[src/rtl/wb_arbiter_if.sv]
// Writeback arbiter bus: functional-unit result inputs and the vreg writebus outputs.
interface wb_arbiter_if #(
   parameter int NUM_UNITS   = 4,
   parameter int WRITE_PORTS = 2,
   parameter int WORD        = 32,
   parameter int REG_ADDR    = 5,
   parameter int IQ_POS      = 4
);
   logic [NUM_UNITS-1:0]            fu_valid;
   logic [NUM_UNITS*WORD-1:0]       fu_data;
   logic [NUM_UNITS*REG_ADDR-1:0]   fu_addr;
   logic [NUM_UNITS*IQ_POS-1:0]     fu_iq_pos;
   logic [NUM_UNITS-1:0]            fu_ready;
   logic [WRITE_PORTS-1:0]          wb_we;
   logic [WRITE_PORTS*WORD-1:0]     wb_data;
   logic [WRITE_PORTS*REG_ADDR-1:0] wb_addr;
   logic [WRITE_PORTS*IQ_POS-1:0]   wb_iq_pos;

   modport master (
      output fu_valid, fu_data, fu_addr, fu_iq_pos,
      input  fu_ready, wb_we, wb_data, wb_addr, wb_iq_pos
   );

   modport slave (
      input  fu_valid, fu_data, fu_addr, fu_iq_pos,
      output fu_ready, wb_we, wb_data, wb_addr, wb_iq_pos
   );
endinterface

[src/rtl/wb_arbiter.sv]
// Writeback arbiter: per-unit result FIFOs, round-robin onto WRITE_PORTS registered writebus ports.
// Latency: accepted at edge E, on the writebus after E+1. Back-pressure: fu_ready drops when a unit's buffer is full.
module wb_arbiter #(
   parameter int NUM_UNITS   = 4,
   parameter int WRITE_PORTS = 2,
   parameter int WORD        = 32,
   parameter int REG_ADDR    = 5,
   parameter int IQ_POS      = 4,
   parameter int BUF_DEPTH   = 2
) (
   input logic         clk,
   input logic         rst,
   input logic         flush,
   wb_arbiter_if.slave bus
);
   localparam int UW = (NUM_UNITS > 1) ? $clog2(NUM_UNITS) : 1;
   localparam int PW = (BUF_DEPTH > 1) ? $clog2(BUF_DEPTH) : 1;
   localparam int CW = $clog2(BUF_DEPTH + 1);

   typedef struct packed {
      logic [WORD-1:0]     data;
      logic [REG_ADDR-1:0] addr;
      logic [IQ_POS-1:0]   iq_pos;
   } entry_t;

   entry_t                 mem [NUM_UNITS][BUF_DEPTH];
   logic [PW-1:0]          rd_ptr [NUM_UNITS];
   logic [PW-1:0]          wr_ptr [NUM_UNITS];
   logic [CW-1:0]          count [NUM_UNITS];
   logic [UW-1:0]          rr_ptr;

   logic [NUM_UNITS-1:0]   ready;
   logic [NUM_UNITS-1:0]   non_empty;
   logic [NUM_UNITS-1:0]   push;
   logic [NUM_UNITS-1:0]   grant;
   entry_t                 in_ent [NUM_UNITS];
   entry_t                 head [NUM_UNITS];

   logic [WRITE_PORTS-1:0] port_vld;
   logic [UW-1:0]          port_unit [WRITE_PORTS];
   logic [UW-1:0]          scan_unit;
   logic [UW-1:0]          last_unit;
   int                     n_grant;

   logic [WRITE_PORTS-1:0] wb_we_q;
   entry_t                 wb_q [WRITE_PORTS];

   function automatic logic [PW-1:0] ptr_inc(input logic [PW-1:0] p);
      return (p == PW'(BUF_DEPTH - 1)) ? '0 : p + 1'b1;
   endfunction

   function automatic logic [UW-1:0] unit_inc(input logic [UW-1:0] u);
      return (u == UW'(NUM_UNITS - 1)) ? '0 : u + 1'b1;
   endfunction

   // Ready depends on occupancy only, so a full buffer refuses even while it pops.
   always_comb begin
      for (int u = 0; u < NUM_UNITS; u++) begin
         ready[u]         = (count[u] != CW'(BUF_DEPTH)) && !rst;
         non_empty[u]     = (count[u] != '0);
         push[u]          = bus.fu_valid[u] && ready[u];
         in_ent[u].data   = bus.fu_data[u*WORD +: WORD];
         in_ent[u].addr   = bus.fu_addr[u*REG_ADDR +: REG_ADDR];
         in_ent[u].iq_pos = bus.fu_iq_pos[u*IQ_POS +: IQ_POS];
         head[u]          = mem[u][rd_ptr[u]];
      end
   end

   assign bus.fu_ready = ready;

   always_comb begin
      grant     = '0;
      port_vld  = '0;
      scan_unit = rr_ptr;
      last_unit = rr_ptr;
      n_grant   = 0;
      for (int k = 0; k < WRITE_PORTS; k++) begin
         port_unit[k] = '0;
      end
      for (int i = 0; i < NUM_UNITS; i++) begin
         scan_unit = UW'((int'(rr_ptr) + i) % NUM_UNITS);
         if (non_empty[scan_unit] && (n_grant < WRITE_PORTS)) begin
            for (int k = 0; k < WRITE_PORTS; k++) begin
               if (n_grant == k) begin
                  port_vld[k]  = 1'b1;
                  port_unit[k] = scan_unit;
               end
            end
            grant[scan_unit] = 1'b1;
            last_unit        = scan_unit;
            n_grant          = n_grant + 1;
         end
      end
   end

   always_ff @(posedge clk) begin
      if (!flush) begin
         for (int u = 0; u < NUM_UNITS; u++) begin
            if (push[u]) begin
               mem[u][wr_ptr[u]] <= in_ent[u];
            end
         end
      end
   end

   always_ff @(posedge clk or posedge rst) begin
      if (rst) begin
         for (int u = 0; u < NUM_UNITS; u++) begin
            rd_ptr[u] <= '0;
            wr_ptr[u] <= '0;
            count[u]  <= '0;
         end
         rr_ptr  <= '0;
         wb_we_q <= '0;
         for (int k = 0; k < WRITE_PORTS; k++) begin
            wb_q[k] <= '0;
         end
      end else if (flush) begin
         for (int u = 0; u < NUM_UNITS; u++) begin
            rd_ptr[u] <= '0;
            wr_ptr[u] <= '0;
            count[u]  <= '0;
         end
         rr_ptr  <= '0;
         wb_we_q <= '0;
         for (int k = 0; k < WRITE_PORTS; k++) begin
            wb_q[k] <= '0;
         end
      end else begin
         for (int u = 0; u < NUM_UNITS; u++) begin
            if (push[u]) begin
               wr_ptr[u] <= ptr_inc(wr_ptr[u]);
            end
            if (grant[u]) begin
               rd_ptr[u] <= ptr_inc(rd_ptr[u]);
            end
            if (push[u] && !grant[u]) begin
               count[u] <= count[u] + 1'b1;
            end else if (!push[u] && grant[u]) begin
               count[u] <= count[u] - 1'b1;
            end
         end
         if (grant != '0) begin
            rr_ptr <= unit_inc(last_unit);
         end
         wb_we_q <= port_vld;
         for (int k = 0; k < WRITE_PORTS; k++) begin
            wb_q[k] <= port_vld[k] ? head[port_unit[k]] : '0;
         end
      end
   end

   for (genvar k = 0; k < WRITE_PORTS; k++) begin : g_port
      assign bus.wb_data[k*WORD +: WORD]           = wb_q[k].data;
      assign bus.wb_addr[k*REG_ADDR +: REG_ADDR]   = wb_q[k].addr;
      assign bus.wb_iq_pos[k*IQ_POS +: IQ_POS]     = wb_q[k].iq_pos;
   end
   assign bus.wb_we = wb_we_q;

endmodule
[src/flat_wrapper.sv]
// flat-port wrapper written by rule: the top's interface ports become plain ports
module wb_arbiter_flat 
#(
   parameter int NUM_UNITS   = 4,
   parameter int WRITE_PORTS = 2,
   parameter int WORD        = 32,
   parameter int REG_ADDR    = 5,
   parameter int IQ_POS      = 4,
   parameter int BUF_DEPTH   = 2
)
  (clk, rst, flush, bus_fu_valid, bus_fu_data, bus_fu_addr, bus_fu_iq_pos, bus_fu_ready, bus_wb_we, bus_wb_data, bus_wb_addr, bus_wb_iq_pos);
  wb_arbiter_if #(.NUM_UNITS(NUM_UNITS), .WRITE_PORTS(WRITE_PORTS), .WORD(WORD), .REG_ADDR(REG_ADDR), .IQ_POS(IQ_POS)) bus_i ();
  input logic clk;
  input logic rst;
  input logic flush;
  input wire logic [$bits(bus_i.fu_valid)-1:0] bus_fu_valid;
  input wire logic [$bits(bus_i.fu_data)-1:0] bus_fu_data;
  input wire logic [$bits(bus_i.fu_addr)-1:0] bus_fu_addr;
  input wire logic [$bits(bus_i.fu_iq_pos)-1:0] bus_fu_iq_pos;
  output wire logic [$bits(bus_i.fu_ready)-1:0] bus_fu_ready;
  output wire logic [$bits(bus_i.wb_we)-1:0] bus_wb_we;
  output wire logic [$bits(bus_i.wb_data)-1:0] bus_wb_data;
  output wire logic [$bits(bus_i.wb_addr)-1:0] bus_wb_addr;
  output wire logic [$bits(bus_i.wb_iq_pos)-1:0] bus_wb_iq_pos;
  assign bus_i.fu_valid = bus_fu_valid;
  assign bus_i.fu_data = bus_fu_data;
  assign bus_i.fu_addr = bus_fu_addr;
  assign bus_i.fu_iq_pos = bus_fu_iq_pos;
  assign bus_fu_ready = bus_i.fu_ready;
  assign bus_wb_we = bus_i.wb_we;
  assign bus_wb_data = bus_i.wb_data;
  assign bus_wb_addr = bus_i.wb_addr;
  assign bus_wb_iq_pos = bus_i.wb_iq_pos;
  wb_arbiter #(.NUM_UNITS(NUM_UNITS), .WRITE_PORTS(WRITE_PORTS), .WORD(WORD), .REG_ADDR(REG_ADDR), .IQ_POS(IQ_POS), .BUF_DEPTH(BUF_DEPTH)) u_core (.clk(clk), .rst(rst), .flush(flush), .bus(bus_i));
endmodule
[config.mk]
export PLATFORM = sky130hd
export DESIGN_NAME = wb_arbiter_flat
export DESIGN_NICKNAME = d
export VERILOG_FILES = /design/src/rtl/wb_arbiter_if.sv /design/src/rtl/wb_arbiter.sv /design/src/flat_wrapper.sv
export SDC_FILE = /design/constraint.sdc
export NUM_CORES = 1
export LEC_CHECK = 0
export CORE_ASPECT_RATIO = 0.75
export CORE_UTILIZATION = 45
export DETAILED_ROUTE_END_ITERATION = 6
export DONT_BUFFER_PORTS = 1
export PLACE_DENSITY = 0.6
export SETUP_SLACK_MARGIN = 0.15
export SLEW_MARGIN = 15
export SYNTH_ARGS = -nofsm -noshare
export SYNTH_HDL_FRONTEND = slang
export SYNTH_SLANG_ARGS = --single-unit
[constraint.sdc]
create_clock -name clk -period 11.7 [get_ports clk]
set_clock_uncertainty 0.05 [all_clocks]
set_input_delay 0.585 -clock clk [delete_from_list [all_inputs] [get_ports clk]]
set_output_delay 0.585 -clock clk [all_outputs]
set_load 0.02 [all_outputs]
## After elaboration in Yosys (flattened, before gate mapping)

Memories as Yosys holds them, arrays and structs flattened.
Index checks and enable logic that the tools add are counted.

- Bitwise gates (word level): 13
- $add $sub $neg: 22
- Mux-type cells: 118
- Order comparisons: 25
- Equality and inequality tests: 8
- Reduce and logical (&&, ||, !) cells: 57

Operator list:

| operator | count |
|---|---|
| $mux 41 | 22 |
| $mux 82 | 5 |
| $bmux 41 s2 | 2 |
| $demux 41 s1 | 4 |
| $logic_not 32->1 | 3 |
| $eq 32x2->1 const B | 2 |
| $lt 32x3->1 const B | 2 |
| $mux 32 | 2 |
| $mux 2 | 25 |
| $mux 1 | 40 |
| $mux 4 | 9 |
| $add 32x2->32 const B | 1 |
| $logic_and 1x1->1 | 27 |
| $reduce_bool 2->1 | 13 |
| $ge 2x2->1 const B | 8 |
| $not 1->2 | 8 |
| $add 2x1->2 const B | 6 |
| $lt 2x3->1 const B | 4 |
| $or 4x4->4 | 3 |
| $reduce_bool 3->1 | 4 |
| $logic_not 1->1 | 9 |
| $add 1x1->1 const B | 8 |
| $bmux 1 s2 | 4 |
| $demux 1 s2 | 4 |
| 13 further kinds | 28 |

- Output and inout bits: 88
- Register bits after elaboration: 102
- Bits of input ports: 171
- Bits in writable memories: 328
- Memories: 1
- Logic and storage cells: 264

Memories:

| memory | depth | bits a word | read ports | clocked after memory_dff | write ports | RTL line | text |
|---|---|---|---|---|---|---|---|
| u_core.mem | 4 | 82 | 4 | 0 | 4 | wb_arbiter.sv:26 | `entry_t mem [NUM_UNITS][BUF_DEPTH];` |

## Logic depth before layout (Yosys ltp)

Gate-level depths: netlist of the first run.

- Depth after elaboration: 19
- Mapped depth: 20
- Depth with buffers taken out: 14

## Least setup slack after synthesis of the first run

OpenSTA, ideal clock, no wires.

- Path type: input -> register
- Start point: input rst
- End point: memory u_core.mem[0][0] (netlist name) (enable)
- Slack: 6.811 ns
- Required time: 11.151 ns
- Buffers on the path: 0
- Arrival: 4.340 ns
- Setup time: 0.499 ns
- Cell stages on the path: 3
- Path through: a21oi_1 nand2_1 nor3b_1

RTL lines:

| element | RTL line | text |
|---|---|---|
| start: declaration | flat_wrapper.sv:14 | `input logic rst;` |
| end: declaration | wb_arbiter.sv:26 |  |

## Worst setup path in the final report of the first run

- Start point: register u_core.rr_ptr[1]
- End point: register u_core.wb_q (netlist bit u_core.bus.wb_data[35])

- Longest elaborated chain between the ends: 18
- Elaborated cells on any way between the ends: 43
- Classes of those cells: add/sub (5); order compare (3); eq/ne (3); mux (28); bitwise (1); reduce/logical (3)

Ends and longest elaborated chain:

| element | RTL line | text |
|---|---|---|
| start: declaration | wb_arbiter.sv:30 | `logic [UW-1:0] rr_ptr;` |
| start signal: assignment | wb_arbiter.sv:144 | `rr_ptr <= unit_inc(last_unit);` |
| $bmux 1 s2 | wb_arbiter.sv:82 | `if (non_empty[scan_unit] && (n_grant < WRITE_PORTS)) begin` |
| $mux 1 (implied by the code) | wb_arbiter.sv:82 |  |
| $mux 1 | wb_arbiter.sv:82 |  |
| $lt 1x2->1 | wb_arbiter.sv:82 |  |
| $logic_and 1x1->1 | wb_arbiter.sv:82 |  |
| $mux 32 | wb_arbiter.sv:82 |  |
| $lt 32x3->1 | wb_arbiter.sv:82 |  |
| $logic_and 1x1->1 | wb_arbiter.sv:82 |  |
| $mux 32 | wb_arbiter.sv:82 |  |
| $lt 32x3->1 or $eq 32x2->1 (tied branches) | wb_arbiter.sv:82, wb_arbiter.sv:84 |  |
| $logic_and 1x1->1 or $mux 2 (tied branches) | wb_arbiter.sv:82, wb_arbiter.sv:84 |  |
| $mux 4 | wb_arbiter.sv:82 |  |
| $not 2->3 (implied by the code) | wb_arbiter.sv:148 | `wb_q[k] <= port_vld[k] ? head[port_unit[k]] : '0;` |
| $bmux 41 s2 | wb_arbiter.sv:148 |  |
| $mux 41 (implied by the code) (2 in a row) | wb_arbiter.sv:148 |  |
| $mux 41 (*) | wb_arbiter.sv:148 |  |
| $mux 82 (*) | wb_arbiter.sv:118 | `end else if (flush) begin` |
| end signal: indexed assignment | wb_arbiter.sv:148 |  |
| end: declaration | wb_arbiter.sv:46 | `entry_t wb_q [WRITE_PORTS];` |

Every way passes the cells marked *; elsewhere a longest branch is shown, timed or not. The select of a mux whose other input is x is not followed.
A chain may end at the register's enable or synchronous reset.

==> results_dict.tcl, run 1 <==
set metrics [dict create \
    grt_usage_pct 23.18 \
    insertion_delay_ns 0.55 \
    critPathLaunch "u_core.rr_ptr[1]$_DFFE_PP0P_" \
    ctsLongestPathBuffers 3 \
    syn_area_um2 18550 \
    cts.sinks 430 \
    power_frac_clock_pct 21.2 \
    yosysMostFrequentCell "edfxtp_1" \
    worst_hold_slack_ns 0.05483 \
    grt_remaining_overflow 0 \
    arrival_ns 6.75 \
    p_leak_nw 7.149 \
    relSlewSlack_pct 19.88 \
    synth_cells 1102 \
    io_buffer_count 0 \
    p_sw_w 0.002552 \
    dpl.hpwl_um 29450 \
    yosysSeqAreaShare_pct 66.86 \
    reg2reg_slack_ns 5.28 \
    clock.fmax_ghz 0.1559 \
    post_synth_num_cell_types 65 \
    wire_per_inst_um 29.05 \
    status "finished clean" \
    yosys.area.top_type "edfxtp_1" \
    p_per_area_nw_per_um2 311.6 \
    worst_slack_ns 5.284 \
    max-vdd-ir-drop_mv 0.2346 \
    r2r-end "u_core.bus.wb_data[35]$_DFF_PP0_" \
    die_h_um 177.8 \
    cts_buffers 44 \
    synth.top_cell.area_share_pct 53.10 \
    max_slew.worst_pin.slew_ns 1.195 \
    synthesis.nets 1283 \
    dr.pass1.iters 5 \
    ioPinCount 259 \
    syn_avg_cell_area_um2 16.83 \
    fin_tns_setup_ns 0 \
    synth_edf_count 328 \
    grt_pass1_vias 10190 \
    start_util_pct 45.60 \
    setup_viol 0 \
    fin_area_um2 20410 \
    ys_warn_count 0 \
    nets 1291 \
    async_flop_share_pct 23.72 \
    ys_ff_latch 430 \
    post-cts-setup-buffers 0 \
    die_area_um2 42040 \
    route.detailed.drc 0 \
    antenna_found_initial 3 \
    final-max-slew-violation-count 0 \
    path_class "reg2reg" \
    ant_nets 0 \
    grt_first_pass_wirelength_um 70000 \
    htreeDepth 2 \
    critPathCapture "u_core.bus.wb_data[35]$_DFF_PP0_" \
    holdCritPathClass "in2reg" \
    ys.flop_type "edfxtp_1" \
    routed_wl_um 48720 \
    rr_startpoint "u_core.rr_ptr[1]$_DFFE_PP0P_" \
    rsz0062_at_grt "no" \
    rows 64 \
    cts.clk_slew.worst_paths_ns 0.06 \
    pre_cts_slack_ns 5.339 \
    cts_root_buf "clkbuf_16" \
    postPlaceCellArea_um2 19030 \
    hold_viol 0 \
    synth_area_leaders "edfxtp_1, dfrtp_1, mux2_2" \
    cts_tree "yes" \
    maxCapViolations 0 \
    gp_congestion 0.8676 \
    core_area_um2 40680 \
    end_kind "flop" \
    cp-start-kind "flop" \
    synthTopCellsByCount "edfxtp_1, mux2i_1, mux2_2" \
    grt_max_degree 63 \
    worstPathRequired_ns 12.03 \
    drt-initial-drc-count 676 \
    min_period_ns 6.416 \
    crit_fanout 48 \
    areaGrowthSynthToFinish_pct 10.04 \
    vias 9813 \
    fin_crit_sh_pct 54.84 \
    power_frac_seq_pct 31.8 \
    routed_via_density 5.852 \
    r2r_cells 16 \
    switching_share_pct 40.13 \
    p_int_w 0.003807 \
    p_total_w 0.006360 \
    drive_gt1_share_pct 28.82 \
    die-width_um 236.4 \
    power_frac_comb_pct 47.1 \
]
==> power by group through the flow <==
stage / combinational, W / sequential [W] / clock, W
after global placement: 0.00294 / 0.00205 / 0
after CTS: 0.00299 / 0.00202 / 0.00137
after floorplan: 0.00244 / 0.00198 / 0
after detailed placement: 0.00298 / 0.00205 / 0
after global routing: 0.00319 / 0.00203 / 0.00143
final: 0.00299 / 0.00202 / 0.00135
==> critical path: stages, from the launching register on <==
cell     delay [ns]
dfrtp_1        0.63
inv_1          0.25
ha_1           0.49
or2b_2         0.37
o22ai_1        0.33
nor2_1         0.17
inv_1          0.37
ha_1           0.46
nor2b_1        0.23
nand2_1        0.10
o31ai_2        0.08
o21ai_2        0.22
mux2i_4        0.69
buf_4          0.50
buf_4          0.76
mux2i_1        0.34
o22ai_2        0.10
==> cell families (layout without fill, tap and decap cells) <==
kind of cell	after synthesis	count (layout)	synth area share, %
mux	338	338	19.70
compound gates	146	146	6.732
xor+xnor	22	22	1.039
buf+inv	74	117	2.637
fa+ha+maj	10	10	0.6745
flops	430	430	66.86
simple gates	82	82	2.354
other cells	0	4	0
==> per-stage QoR <==
| step | cells | util (%) |
|---|---|---|
| 2_1_floorplan | 1102 | - |
| 3_3_place_gp | 1591 | 46.78 |
| 3_5_place_dp | 1591 | 46.78 |
| 4_1_cts | 1673 | 50.15 |
| 5_1_grt | 1675 | 50.16 |
| 6_report | 1677 | 50.18 |
==> timing repair <==
action | in CTS | in global routing
hold buffers | 1 | 0
endpoints found under the hold margin | 40 | 0
resized for setup | 0 | 0
==> worst min path at each step <==
stage                                 start                      endpoint  slack [ns]  cells after the start
5_1_grt                               flush  u_core.wr_ptr[0]$_DFFE_PP0P_        0.03                      1
2_1_floorplan  u_core.wr_ptr[2]$_DFFE_PP0P_  u_core.wr_ptr[2]$_DFFE_PP0P_        0.47                      2
4_1_cts                               flush  u_core.rd_ptr[1]$_DFFE_PP0P_        0.02                      1
3_5_place_dp   u_core.wr_ptr[2]$_DFFE_PP0P_  u_core.wr_ptr[2]$_DFFE_PP0P_        0.51                      2
3_3_place_gp   u_core.wr_ptr[0]$_DFFE_PP0P_  u_core.wr_ptr[0]$_DFFE_PP0P_        0.50                      2
6_report                              flush  u_core.wr_ptr[0]$_DFFE_PP0P_        0.05                      1
==> final cells by class <==
cell class,instances,area [um2]
antenna,4,10.01
clock buffer,63,1214
clock inverter,18,148.9
fill,3372,20270
inverter,10,40.04
multi-input combinational,598,5733
sequential,430,12410
tap,528,660.6
timing repair buffer,26,197.7
==> per-layer routing <==
metal,GRT usage (%),part of all wire [%],wire length [um],up-vias
li1,-,-,-,4313
met1,30.64,43,21170,5095
met2,35.96,46,22490,331
met3,7.964,8.4,4086,70
met4,7.197,1.9,948,4
met5,0,0.055,27,-
==> layout by cell type (no fill, tap or decap), types with 8 or more instances in the layout <==
master | netlist | routed
edfxtp_1 | 328 | 328
mux2i_1 | 169 | 168
mux2_2 | 164 | 164
dfrtp_1 | 102 | 98
o22ai_1 | 47 | 46
clkbuf_16 | 0 | 45
o22ai_2 | 39 | 39
nor2_1 | 33 | 33
buf_4 | 4 | 25
a21oi_1 | 16 | 16
clkbuf_1 | 29 | 16
xor2_1 | 14 | 14
nand2_1 | 13 | 12
ha_1 | 10 | 10
inv_1 | 10 | 9
o21ai_0 | 8 | 8
xnor2_1 | 8 | 8
==> registers in the layout (all words and copies together) (netlist names) <==
signal and cells:
u_core.count 8, u_core.rd_ptr 4, u_core.bus.wb_data 64, u_core.mem 328, u_core.bus.wb_we 2, u_core.wr_ptr 4, u_core.rr_ptr 2, u_core.bus.wb_iq_pos 8
u_core.bus.wb_addr 10
Note: power is estimated with default switching activity, not from simulation.
==> run 2, diff against run 1 <==
--- a/config.mk
+++ b/config.mk
@@ -5,6 +5,7 @@
 export SDC_FILE = /design/constraint.sdc
 export NUM_CORES = 1
 export LEC_CHECK = 0
+export ABC_AREA = 1
 export CORE_ASPECT_RATIO = 0.75
 export CORE_UTILIZATION = 45
 export DETAILED_ROUTE_END_ITERATION = 6
==> constraint.sdc (replaced) <==
create_clock -name clk -period 6.66 [get_ports clk]
set_clock_uncertainty 0.05 [all_clocks]
set_input_delay 0.333 -clock clk [delete_from_list [all_inputs] [get_ports clk]]
set_output_delay 0.333 -clock clk [all_outputs]
set_load 0.02 [all_outputs]
==> run 2 against run 1 <==
Via count rose by 45%. Register-to-register slack got worse by 3.1 ns. Utilization up 4.1 points. Maximum frequency increased by 42%. Worst hold slack lost 0.020 ns. First-iteration DRC count rose by 75%.
==> results_dict.tcl, run 2 <==
set metrics [dict create \
    status "finished clean" \
    final-max-slew-violation-count 0 \
    slowest_stage "inv_2" \
    grt_max_degree 72 \
    synth-simple-area-share_pct 27.24 \
    worst_hold_slack_ns 0.03507 \
    crit_fanout 42 \
    async_flop_share_pct 23.72 \
    worst_slack_ns 2.141 \
    clock.fmax_ghz 0.2213 \
    syn_avg_cell_area_um2 9.577 \
    cts.sinks 430 \
    die_area_um2 43810 \
    dpl.hpwl_um 37700 \
    ant_nets 0 \
    insertion_delay_ns 0.56 \
    cts.clk_slew.worst_paths_ns 0.06 \
    dr.pass1.iters 5 \
    yosysMostFrequentCell "nand2_1" \
    max_slew.worst_pin.slew_ns 1.027 \
    grt_first_pass_wirelength_um 83490 \
    cts_buffers 44 \
    synthAdderAreaFrac_pct 0.6471 \
    worstPathRequired_ns 7.05 \
    post-cts-setup-buffers 0 \
    slowest_delay_ns 0.67 \
    wire_per_inst_um 20.32 \
    fin_tns_setup_ns 0 \
    end_kind "flop" \
    synth_top_family_by_area "simple AND/OR/NAND/NOR gates" \
    post_synth_num_cell_types 32 \
    synthesis.nets 2200 \
    yosysSeqAreaShare_pct 64.14 \
    vias 14230 \
    post-route-util_pct 54.29 \
    crit_top_cell "nand2_1" \
    synth_xor_area_share_pct 0.04530 \
    htreeDepth 2 \
    cts_root_buf "clkbuf_16" \
    rsz0062_at_grt "no" \
    io_buffer_count 0 \
    grt_remaining_overflow 0 \
    route.detailed.drc 0 \
    post_cts_resized 0 \
    routed_via_density 5.180 \
    routed_wl_um 55830 \
    synthMuxAreaShare_pct 1.398 \
    min_period_ns 4.519 \
    syn_area_um2 19340 \
    synth-compound-area-share_pct 1.611 \
    drt-initial-drc-count 1184 \
    die_h_um 181.5 \
    final_cell_mix "nand2_1, edfxtp_1, nor2_1, nand3_1, dlygate4sd3_1" \
    ctsLongestPathBuffers 3 \
    synthTopCellsByCount "nand2_1, edfxtp_1, nor2_1" \
    grt_usage_pct 25.62 \
    fin_crit_sh_pct 67.86 \
    ioPinCount 259 \
    cp-start-kind "flop" \
    ys.flop_type "edfxtp_1" \
    path_cells "inv_2 -> ha_1 -> inv_2 -> nand3_2 -> nand2_2 -> ha_1 -> inv_1 -> nand2_1 -> nand2_2 -> nand3_1 -> nand2_1 -> nand2_1 -> buf_4 -> inv_2 -> nand2_1 -> nor2_1 -> nor2_1" \
    areaGrowthSynthToFinish_pct 18.52 \
    largest_reg_flops 328 \
    nets 2325 \
    path_class "reg2reg" \
    antenna_found_initial 2 \
    relSlewSlack_pct 31.51 \
    ys_ff_latch 430 \
    cts_tree "yes" \
    synth.top_cell.area_share_pct 50.94 \
    synth_edf_count 328 \
    maxCapViolations 0 \
    ys_warn_count 0 \
    gp_congestion 0.9143 \
    synth_area_leaders "edfxtp_1, nand2_1, dfrtp_1" \
    setup_viol 0 \
    layout_commonest_cell "nand2_1" \
    core_area_um2 42210 \
    synth_cells 2019 \
    drive_gt1_share_pct 6.155 \
    pre_cts_slack_ns 2.204 \
    yosys.area.top_type "edfxtp_1" \
    holdCritPathClass "in2reg" \
    hold_viol 0 \
    nFillCells 3684 \
    die-width_um 241.4 \
    start_util_pct 45.81 \
    arrival_ns 4.91 \
    rows 65 \
    grt_pass1_vias 13830 \
]
## run 2: repair_timing
action | CTS | global route
endpoints found under the setup margin | 0 | 0
endpoints found under the hold margin | 365 | 0
hold buffers | 166 | 0
## run 2: final cells by class
class	instances	area [um2]	share of cell area (%)
tap	569	711.9	3.107
inverter	98	370.4	1.616
antenna	2	5.005	0.02184
sequential	430	12400	54.13
timing repair buffer	192	1857	8.102
clock buffer	53	1156	5.045
multi-input combinational	1378	6083	26.55
clock inverter	26	329.1	1.436
## run 2: critical path, delay by kind of cell, from the launching register on
family                     cells  cell delay (ns)
DFF                            1             0.61
and+or+nand+nor               10             1.32
buffers and inverters          5             1.51
adders and majority gates      2             0.88
## run 2: through the flow
stage          area [um2]  cells
2_1_floorplan       19340   2019
3_3_place_gp        19770   2501
3_5_place_dp        19770   2501
4_1_cts             22910   2746
5_1_grt             22910   2747
6_report            22920   2748
## run 2: per-layer routing
| metal | part of all wire [%] | GRT usage, % | wire length [um] |
|---|---|---|---|
| met2 | 50 | 44.30 | 27980 |
| met1 | 39 | 31.53 | 21880 |
| met4 | 2.4 | 6.759 | 1360 |
| met3 | 8.2 | 6.871 | 4601 |
| met5 | 0 | 0 | 0 |
## run 2: final timing paths
kind | from | end | slack (ns) | depth (start not counted)
setup / recovery | u_core.rr_ptr[0]$_DFFE_PP0P_ | u_core.bus.wb_iq_pos[5]$_DFF_PP0_ | 2.14 | 17
hold / removal | bus_fu_valid[1] | u_core.wr_ptr[2]$_DFFE_PP0P_ | 0.04 | 3
setup reg to reg | u_core.rr_ptr[0]$_DFFE_PP0P_ | u_core.bus.wb_iq_pos[5]$_DFF_PP0_ | 2.14 | 17
hold reg to reg | u_core.wr_ptr[3]$_DFFE_PP0P_ | u_core.wr_ptr[3]$_DFFE_PP0P_ | 0.50 | 1
max in group asynchronous | rst | u_core.rd_ptr[1]$_DFFE_PP0P_ | 4.90 | 3
min in group asynchronous | rst | u_core.rd_ptr[2]$_DFFE_PP0P_ | 0.25 | 2
## run 2: logic make-up (layout without fill, tap and decap cells)
family          count (synthesis)  in the layout
mux                            27             27
simple gates                 1279           1279
other cells                     0              2
fa+ha+maj                      10             10
buf+inv                       211            369
compound gates                 61             61
xor+xnor                        1              1
flops                         430            430
Power of run 2 is not shown: default switching activity piles up to over one toggle a cycle in this logic, so the estimate is an artifact.
